## config.mk

```make
export PLATFORM = sky130hd
export DESIGN_NAME = fir_mac_scheduler_flat
export DESIGN_NICKNAME = d
export VERILOG_FILES = /design/src/rtl/fir_mac_scheduler_if.sv /design/src/rtl/fir_mac_scheduler.sv /design/src/flat_wrapper.sv
export SDC_FILE = /design/constraint.sdc
export NUM_CORES = 1
export LEC_CHECK = 0
export CORE_AREA = 2 2 114 61
export CTS_CLUSTER_SIZE = 24
export DETAILED_ROUTE_END_ITERATION = 10
export DIE_AREA = 0 0 116 63
export PLACE_DENSITY = 0.79
export SYNTH_ARGS = -nofsm -noshare
export SYNTH_HDL_FRONTEND = slang
export SYNTH_SLANG_ARGS = --single-unit
```

## constraint.sdc

```tcl
create_clock -name iClk12M -period 3.83 [get_ports iClk12M]
set_input_delay 0.766 -clock iClk12M [delete_from_list [all_inputs] [get_ports iClk12M]]
set_output_delay 0.766 -clock iClk12M [all_outputs]
set_load 0.02 [all_outputs]
```

## src/rtl/fir_mac_scheduler_if.sv

```systemverilog
// Coefficient SRAM bus: per-bank select/strobe, shared row address and write data.
interface fir_mac_scheduler_if #(
    parameter int COEFF_W = 16,
    parameter int ROW_W   = 4
);
    logic [3:0]         oCsnRam;
    logic [3:0]         oWrnRam;
    logic [ROW_W-1:0]   oAddrRam;
    logic [COEFF_W-1:0] oWrDtRam;

    modport master (
        output oCsnRam,
        output oWrnRam,
        output oAddrRam,
        output oWrDtRam
    );

    modport slave (
        input oCsnRam,
        input oWrnRam,
        input oAddrRam,
        input oWrDtRam
    );
endinterface

```

## src/rtl/fir_mac_scheduler.sv

```systemverilog
// Sequencer for the 4-bank FIR MAC datapath (coefficient load, read, MAC/Sum enables).
// Optional FIR_SCHED_STATUS_EN adds oSampleCnt / oOverrunCnt status counters.
module fir_mac_scheduler #(
    parameter int COEFF_W  = 16,
    parameter int ROW_W    = 4,
    parameter int NUM_ROWS = 10
) (
    input  logic               iClk12M,
    input  logic               iRsn,
    input  logic               iEnSample600k,
    input  logic               iCoeffUpdateFlag,
    input  logic [5:0]         iAddrRam,
    input  logic [COEFF_W-1:0] iWrDtRam,
    input  logic [5:0]         iNumOfCoeff,
    fir_mac_scheduler_if.master ram,
    output logic               oEnDelay,
    output logic [3:0]         oZeroCoeff,
    output logic               oEnMul,
    output logic               oEnAdd,
    output logic               oEnAcc,
    output logic               oEnSum,
    output logic               oBusy,
    output logic               oOverrun,
`ifdef FIR_SCHED_STATUS_EN
    output logic               oUpdDrop,
    output logic [15:0]        oSampleCnt,
    output logic [7:0]         oOverrunCnt
`else
    output logic               oUpdDrop
`endif
);

    localparam logic [5:0] MAXC = 6'(4 * NUM_ROWS);

    localparam logic [2:0] S_IDLE  = 3'd0;
    localparam logic [2:0] S_UPD   = 3'd1;
    localparam logic [2:0] S_SHIFT = 3'd2;
    localparam logic [2:0] S_READ  = 3'd3;
    localparam logic [2:0] S_DRAIN = 3'd4;
    localparam logic [2:0] S_SUM   = 3'd5;

    logic [2:0]         r_state;
    logic [3:0]         r_cyc;
    logic [5:0]         r_nc;
    logic [3:0]         r_rows;
    logic [3:0]         r_csn;
    logic [3:0]         r_wrn;
    logic [ROW_W-1:0]   r_addr;
    logic [COEFF_W-1:0] r_wdt;
    logic               r_del;
    logic [3:0]         r_zero;
    logic               r_mul;
    logic               r_add;
    logic               r_acc;
    logic               r_sum;
    logic               r_busy;
    logic               r_ovr;
    logic               r_udrop;

    logic [2:0]         w_state;
    logic [3:0]         w_cyc;
    logic [5:0]         w_nc;
    logic [3:0]         w_rows;
    logic [3:0]         w_csn;
    logic [3:0]         w_wrn;
    logic [ROW_W-1:0]   w_addr;
    logic [COEFF_W-1:0] w_wdt;
    logic               w_del;
    logic [3:0]         w_zero;
    logic               w_mul;
    logic               w_add;
    logic               w_acc;
    logic               w_sum;
    logic               w_ovr;
    logic               w_udrop;
    logic [4:0]         w_n;
    logic [4:0]         w_r5;
    logic [5:0]         w_lim;
    logic [ROW_W-1:0]   w_rd_row;
    logic [ROW_W-1:0]   w_zr_row;

    // Bit b set when tap 4*row+b lies beyond the active tap count.
    function automatic logic [3:0] f_mask(
        input logic [ROW_W-1:0] row,
        input logic [5:0]       nc
    );
        logic [1:0] bb;
        for (int b = 0; b < 4; b++) begin
            bb = 2'(b);
            f_mask[b] = (6'({row, bb}) >= nc);
        end
    endfunction

    assign w_n      = {1'b0, r_cyc} + 5'd1;
    assign w_r5     = {1'b0, r_rows};
    assign w_lim    = (iNumOfCoeff > MAXC) ? MAXC : iNumOfCoeff;
    assign w_rd_row = ROW_W'(w_n - 5'd1);
    assign w_zr_row = ROW_W'(w_n - 5'd2);

    always_comb begin
        w_state = r_state;
        w_cyc   = r_cyc;
        w_nc    = r_nc;
        w_rows  = r_rows;
        w_csn   = 4'hF;
        w_wrn   = 4'hF;
        w_addr  = '0;
        w_wdt   = '0;
        w_del   = 1'b0;
        w_zero  = 4'h0;
        w_mul   = 1'b0;
        w_add   = 1'b0;
        w_acc   = 1'b0;
        w_sum   = 1'b0;
        w_ovr   = 1'b0;
        w_udrop = 1'b0;
        unique case (r_state)
            S_IDLE, S_UPD: begin
                if (iCoeffUpdateFlag) begin
                    w_state = S_UPD;
                    w_ovr   = iEnSample600k;
                    if (iAddrRam < MAXC) begin
                        w_csn[iAddrRam[1:0]] = 1'b0;
                        w_wrn[iAddrRam[1:0]] = 1'b0;
                        w_addr = ROW_W'(iAddrRam[5:2]);
                        w_wdt  = iWrDtRam;
                    end else begin
                        w_udrop = 1'b1;
                    end
                end else if (iEnSample600k && r_state == S_IDLE) begin
                    w_state = S_SHIFT;
                    w_cyc   = 4'd0;
                    w_nc    = w_lim;
                    w_rows  = 4'((w_lim + 6'd3) >> 2);
                    w_del   = 1'b1;
                end else begin
                    w_state = S_IDLE;
                    w_ovr   = iEnSample600k;
                end
            end
            default: begin
                w_udrop = iCoeffUpdateFlag;
                w_ovr   = iEnSample600k;
                if (r_state == S_SHIFT && r_nc == 6'd0) begin
                    w_state = S_IDLE;
                end else begin
                    // w_n is the cycle offset from the SHIFT cycle being prepared.
                    w_cyc = w_n[3:0];
                    if (w_n <= w_r5) begin
                        w_state = S_READ;
                        w_csn   = f_mask(w_rd_row, r_nc);
                        w_addr  = w_rd_row;
                    end else if (w_n <= w_r5 + 5'd2) begin
                        w_state = S_DRAIN;
                    end else if (w_n == w_r5 + 5'd3) begin
                        w_state = S_SUM;
                        w_sum   = 1'b1;
                    end else begin
                        w_state = S_IDLE;
                    end
                    if (w_n >= 5'd2 && w_n <= w_r5 + 5'd1) begin
                        w_mul  = 1'b1;
                        w_zero = f_mask(w_zr_row, r_nc);
                    end
                    w_add = (w_n == 5'd3);
                    w_acc = (w_n >= 5'd4) && (w_n <= w_r5 + 5'd2);
                end
            end
        endcase
    end

    always_ff @(posedge iClk12M or negedge iRsn) begin
        if (!iRsn) begin
            r_state <= S_IDLE;
            r_cyc   <= 4'd0;
            r_nc    <= 6'd0;
            r_rows  <= 4'd0;
            r_csn   <= 4'hF;
            r_wrn   <= 4'hF;
            r_addr  <= '0;
            r_wdt   <= '0;
            r_del   <= 1'b0;
            r_zero  <= 4'h0;
            r_mul   <= 1'b0;
            r_add   <= 1'b0;
            r_acc   <= 1'b0;
            r_sum   <= 1'b0;
            r_busy  <= 1'b0;
            r_ovr   <= 1'b0;
            r_udrop <= 1'b0;
        end else begin
            r_state <= w_state;
            r_cyc   <= w_cyc;
            r_nc    <= w_nc;
            r_rows  <= w_rows;
            r_csn   <= w_csn;
            r_wrn   <= w_wrn;
            r_addr  <= w_addr;
            r_wdt   <= w_wdt;
            r_del   <= w_del;
            r_zero  <= w_zero;
            r_mul   <= w_mul;
            r_add   <= w_add;
            r_acc   <= w_acc;
            r_sum   <= w_sum;
            r_busy  <= (w_state != S_IDLE);
            r_ovr   <= w_ovr;
            r_udrop <= w_udrop;
        end
    end

`ifdef FIR_SCHED_STATUS_EN
    logic [15:0] r_scnt;
    logic [7:0]  r_ocnt;

    always_ff @(posedge iClk12M or negedge iRsn) begin
        if (!iRsn) begin
            r_scnt <= 16'd0;
            r_ocnt <= 8'd0;
        end else begin
            if (w_sum)
                r_scnt <= r_scnt + 16'd1;
            if (w_ovr && r_ocnt != 8'hFF)
                r_ocnt <= r_ocnt + 8'd1;
        end
    end

    assign oSampleCnt  = r_scnt;
    assign oOverrunCnt = r_ocnt;
`endif

    assign ram.oCsnRam  = r_csn;
    assign ram.oWrnRam  = r_wrn;
    assign ram.oAddrRam = r_addr;
    assign ram.oWrDtRam = r_wdt;
    assign oEnDelay     = r_del;
    assign oZeroCoeff   = r_zero;
    assign oEnMul       = r_mul;
    assign oEnAdd       = r_add;
    assign oEnAcc       = r_acc;
    assign oEnSum       = r_sum;
    assign oBusy        = r_busy;
    assign oOverrun     = r_ovr;
    assign oUpdDrop     = r_udrop;

endmodule

```

## src/flat_wrapper.sv

```systemverilog
// flat-port wrapper written by rule: the top's interface ports become plain ports
module fir_mac_scheduler_flat 
#(
    parameter int COEFF_W  = 16,
    parameter int ROW_W    = 4,
    parameter int NUM_ROWS = 10
)
  (iClk12M, iRsn, iEnSample600k, iCoeffUpdateFlag, iAddrRam, iWrDtRam, iNumOfCoeff, oEnDelay, oZeroCoeff, oEnMul, oEnAdd, oEnAcc, oEnSum, oBusy, oOverrun, oUpdDrop, ram_oCsnRam, ram_oWrnRam, ram_oAddrRam, ram_oWrDtRam);
  fir_mac_scheduler_if #(.COEFF_W(COEFF_W), .ROW_W(ROW_W)) ram_i ();
  input  logic iClk12M;
  input  logic iRsn;
  input  logic iEnSample600k;
  input  logic iCoeffUpdateFlag;
  input  logic [5:0] iAddrRam;
  input  logic [COEFF_W-1:0] iWrDtRam;
  input  logic [5:0] iNumOfCoeff;
  output logic oEnDelay;
  output logic [3:0] oZeroCoeff;
  output logic oEnMul;
  output logic oEnAdd;
  output logic oEnAcc;
  output logic oEnSum;
  output logic oBusy;
  output logic oOverrun;
  output logic oUpdDrop;
  output wire logic [$bits(ram_i.oCsnRam)-1:0] ram_oCsnRam;
  output wire logic [$bits(ram_i.oWrnRam)-1:0] ram_oWrnRam;
  output wire logic [$bits(ram_i.oAddrRam)-1:0] ram_oAddrRam;
  output wire logic [$bits(ram_i.oWrDtRam)-1:0] ram_oWrDtRam;
  assign ram_oCsnRam = ram_i.oCsnRam;
  assign ram_oWrnRam = ram_i.oWrnRam;
  assign ram_oAddrRam = ram_i.oAddrRam;
  assign ram_oWrDtRam = ram_i.oWrDtRam;
  fir_mac_scheduler #(.COEFF_W(COEFF_W), .ROW_W(ROW_W), .NUM_ROWS(NUM_ROWS)) u_core (.iClk12M(iClk12M), .iRsn(iRsn), .iEnSample600k(iEnSample600k), .iCoeffUpdateFlag(iCoeffUpdateFlag), .iAddrRam(iAddrRam), .iWrDtRam(iWrDtRam), .iNumOfCoeff(iNumOfCoeff), .ram(ram_i), .oEnDelay(oEnDelay), .oZeroCoeff(oZeroCoeff), .oEnMul(oEnMul), .oEnAdd(oEnAdd), .oEnAcc(oEnAcc), .oEnSum(oEnSum), .oBusy(oBusy), .oOverrun(oOverrun), .oUpdDrop(oUpdDrop));
endmodule
```

==> results.yml <==
cts:
  clock_latency_ns: 0.32
  post_cts_buffers: 0
  cts_made_buffers: 9
  cts_tree: "yes"
  cts_resized: 0
  clk_pin_slew_ns: 0.05
  ctsLongestPathBuffers: 2
  clkSinkCount: 57
  cts-root-buf: "clkbuf_16"
  cts_max_level: 3
  cts_hold_buffers: 0
sta:
  fmax_ghz: 0.3040
  drv_slew: 0
  skew_ns: 0.008423
  tns_ns: 0
  final.period_utilization: 0.8589
  rsz0062_at_grt: "false"
  tightest_slew_ns: 0.7329
  maxSlewHeadroom: 0.5114
  hold_viol: 0
  fin_hold_ws_ns: 0.5041
  post-route-min-period_ns: 3.290
  finalSetupViolations: 0
route:
  via_per_inst: 5.336
  avgRoutedWirePerCell_um: 16.09
  drt_first_pass_iters: 5
  wirelength_um: 7564
  drtIter0Drc: 206
  postRouteAntennaNets: 0
  dr_total_vias: 2508
  drcViolationCount: 0
worst_setup_path:
  criticalPathCategory: "reg2reg"
  required_ns: 4.08
  cp.arrival_ns: 3.54
  path_max_fanout: 13
  endpoint_kind: "register"
  cp-start-kind: "register"
floorplan:
  start_util: 0.4831
  die_h_um: 63
  num_rows: 21
  core-area_sq_um: 6359
  fp.dieW_um: 116
  dieArea_sq_um: 7308
  io_pins: 72
finish:
  final_cells: 470
  n_antenna_cell: 0
  syn2layout_area_growth_pct: 34.91
  finalNetCount: 431
  multi_input_area_sq_um: 1488
  layout-drive-gt1-share: 0.1138
  n_fill_cell: 506
  final_util: 0.6517
  regArea_sq_um: 1436
grt:
  use_met2: 0.2865
  grt_pass1_wl_um: 12140
  use_met3: 0.06790
  grt_pass1_vias: 2315
  gr-usage-met1: 0.3448
  busiest_layer: "met1"
  antenna_found_initial: 0
  grt_start_max_net_pins: 33
  grt_overflow_total: 0
  grt_usage: 0.2193
worst_hold_path:
  hp-class: "in2async"
yosys:
  ys_seq_elements: 57
  ys_seq_area_frac: 0.4676
  synthCells: 300
  yosys.area.top_type_share: 0.3992
  synth_edf_count: 0
  synth_most_common_cell: "dfrtp_1"
  synth_area_leaders: "dfrtp_1, ha_1, dfstp_2"
  syn_avg_cell_area_sq_um: 10.24
  ys_async_sr_fraction: 1.000
  yosys_warnings: 0
  synthTopCellsByCount: "dfrtp_1, ha_1, nand2_1"
  synthFlopType: "dfrtp_1"
  synth_cell_types: 51
  yosysTopAreaCell: "dfrtp_1"
  syn-num-nets: 358
  netlist_area_sq_um: 3072
power:
  power.density_nw_per_um2: 914.9
  p_sw_uw: 1619
  intPower_uw: 2172
  clkPwrFrac: 0.208
  power_uw: 3791
  p_leak_uw: 0.001858
  p_seq_frac: 0.251
  switching_share: 0.4271
  combPwrFrac: 0.542
  vdd_drop_max_mv: 0.3843
placement:
  hpwl_um: 5742
  gp_congestion: 0.9127
  io_buffers: 71
  placed_cells: 454
outcome:
  status: "finished clean"
run:
  max_cap_violations: 0
[cells by family (layout without fill, tap and decap cells)]
logic type | Yosys count | in the layout | share of synthesized area
AND/OR/NAND/NOR | 97 | 97 | 0.1613
multiplexers | 1 | 1 | 0.003666
flip-flops | 57 | 57 | 0.4676
XOR/XNOR | 16 | 16 | 0.05784
adder cells (fa/ha/maj) | 29 | 29 | 0.1165
AO/OA/AOI/OAI | 67 | 67 | 0.1450
buffers and inverters | 33 | 111 | 0.04806
[layout make-up]
type,count,share of cell area
clock buffer,11,0.05857
sequential,57,0.3466
timing repair buffer,73,0.1739
multi-input combinational,210,0.3590
inverter,22,0.02053
clock inverter,5,0.01359
tap,92,0.02778
[metrics by stage]
step | area (sq um) | worst slack (ns)
6_report | 4144 | 0.5402
5_1_grt | 4144 | 0.2590
4_1_cts | 4144 | 0.5663
3_5_place_dp | 3845 | 0.6202
3_3_place_gp | 3845 | 0.7812
2_1_floorplan | 3072 | 1.068
[critical path, cell delays in order, from the launching register on]
cell and delay, ns:
dfrtp_1 0.62, inv_1 0.19, ha_1 0.55, inv_1 0.19
ha_1 0.35, a21oi_1 0.14, o21ai_0 0.16, a211oi_2 0.55
nand3_1 0.23, o21a_1 0.24
[per-layer routing]
layer  part of all wire  vias to the layer above
met5                  0                        -
met4             0.0070                        0
met3              0.098                        6
met2               0.40                      131
met1               0.50                     1190
li1                   -                     1181
[flip-flops by register name (all words and copies together) (netlist names)]
signal / flops
u_core.oEnAdd: 1
u_core.r_state: 3
u_core.ram.oCsnRam: 4
u_core.r_rows: 4
u_core.oEnSum: 1
u_core.ram.oWrnRam: 4
u_core.r_cyc: 4
u_core.r_nc: 6
u_core.oUpdDrop: 1
u_core.oOverrun: 1
u_core.oEnDelay: 1
u_core.oEnMul: 1
u_core.ram.oWrDtRam: 16
u_core.oEnAcc: 1
u_core.oBusy: 1
u_core.ram.oAddrRam: 4
u_core.oZeroCoeff: 4
[placed cells by master, fill, tap and decap left out, types with 2 or more instances in the layout]
cell and instances:
clkinv_2 2, nor3b_1 2, nor3_1 5, o211ai_1 2, inv_1 20, a21oi_2 2
nand4_1 2, nor2_1 19, nor2b_1 2, a21oi_1 15, a21o_1 3, a22o_1 3
dfrtp_1 49, xnor2_1 13, nor4_1 3, and2_1 18, xnor2_4 2, maj3_2 2
and3_1 3, o21a_1 6, nand2_1 22, a21boi_0 2, buf_4 2, a22oi_1 2
clkdlybuf4s50_1 70, and3_2 2, o21ai_0 18, a31oi_1 5, clkbuf_16 9, or3_1 2
nand3_1 12, dfstp_2 8, ha_1 26
[power groups by stage]
| stage | combinational, uW | sequential, uW | clock (uW) |
|---|---|---|---|
| after floorplan | 1410 | 990 | 0 |
| after global placement | 1940 | 944 | 0 |
| after detailed placement | 2010 | 951 | 0 |
| after CTS | 2030 | 944 | 797 |
| after global routing | 2260 | 967 | 835 |
| final | 2050 | 950 | 788 |
[path summary, 6_finish.rpt]
check | from | to | slack (ns) | cells past startpoint
min in group iClk12M | u_core.r_state[0] | u_core.oOverrun | 0.61 | 2
max in group asynchronous | iRsn | u_core.ram.oCsnRam[1] | 2.47 | 2
max reg2reg | u_core.r_cyc[0] | u_core.ram.oCsnRam[1] | 0.54 | 9
min | iRsn | u_core.oEnSum | 0.50 | 1
min reg2reg | u_core.r_state[0] | u_core.oOverrun | 0.61 | 2
max | u_core.r_cyc[0] | u_core.ram.oCsnRam[1] | 0.54 | 9
No activity file was read; power rests on OpenSTA's default activity.
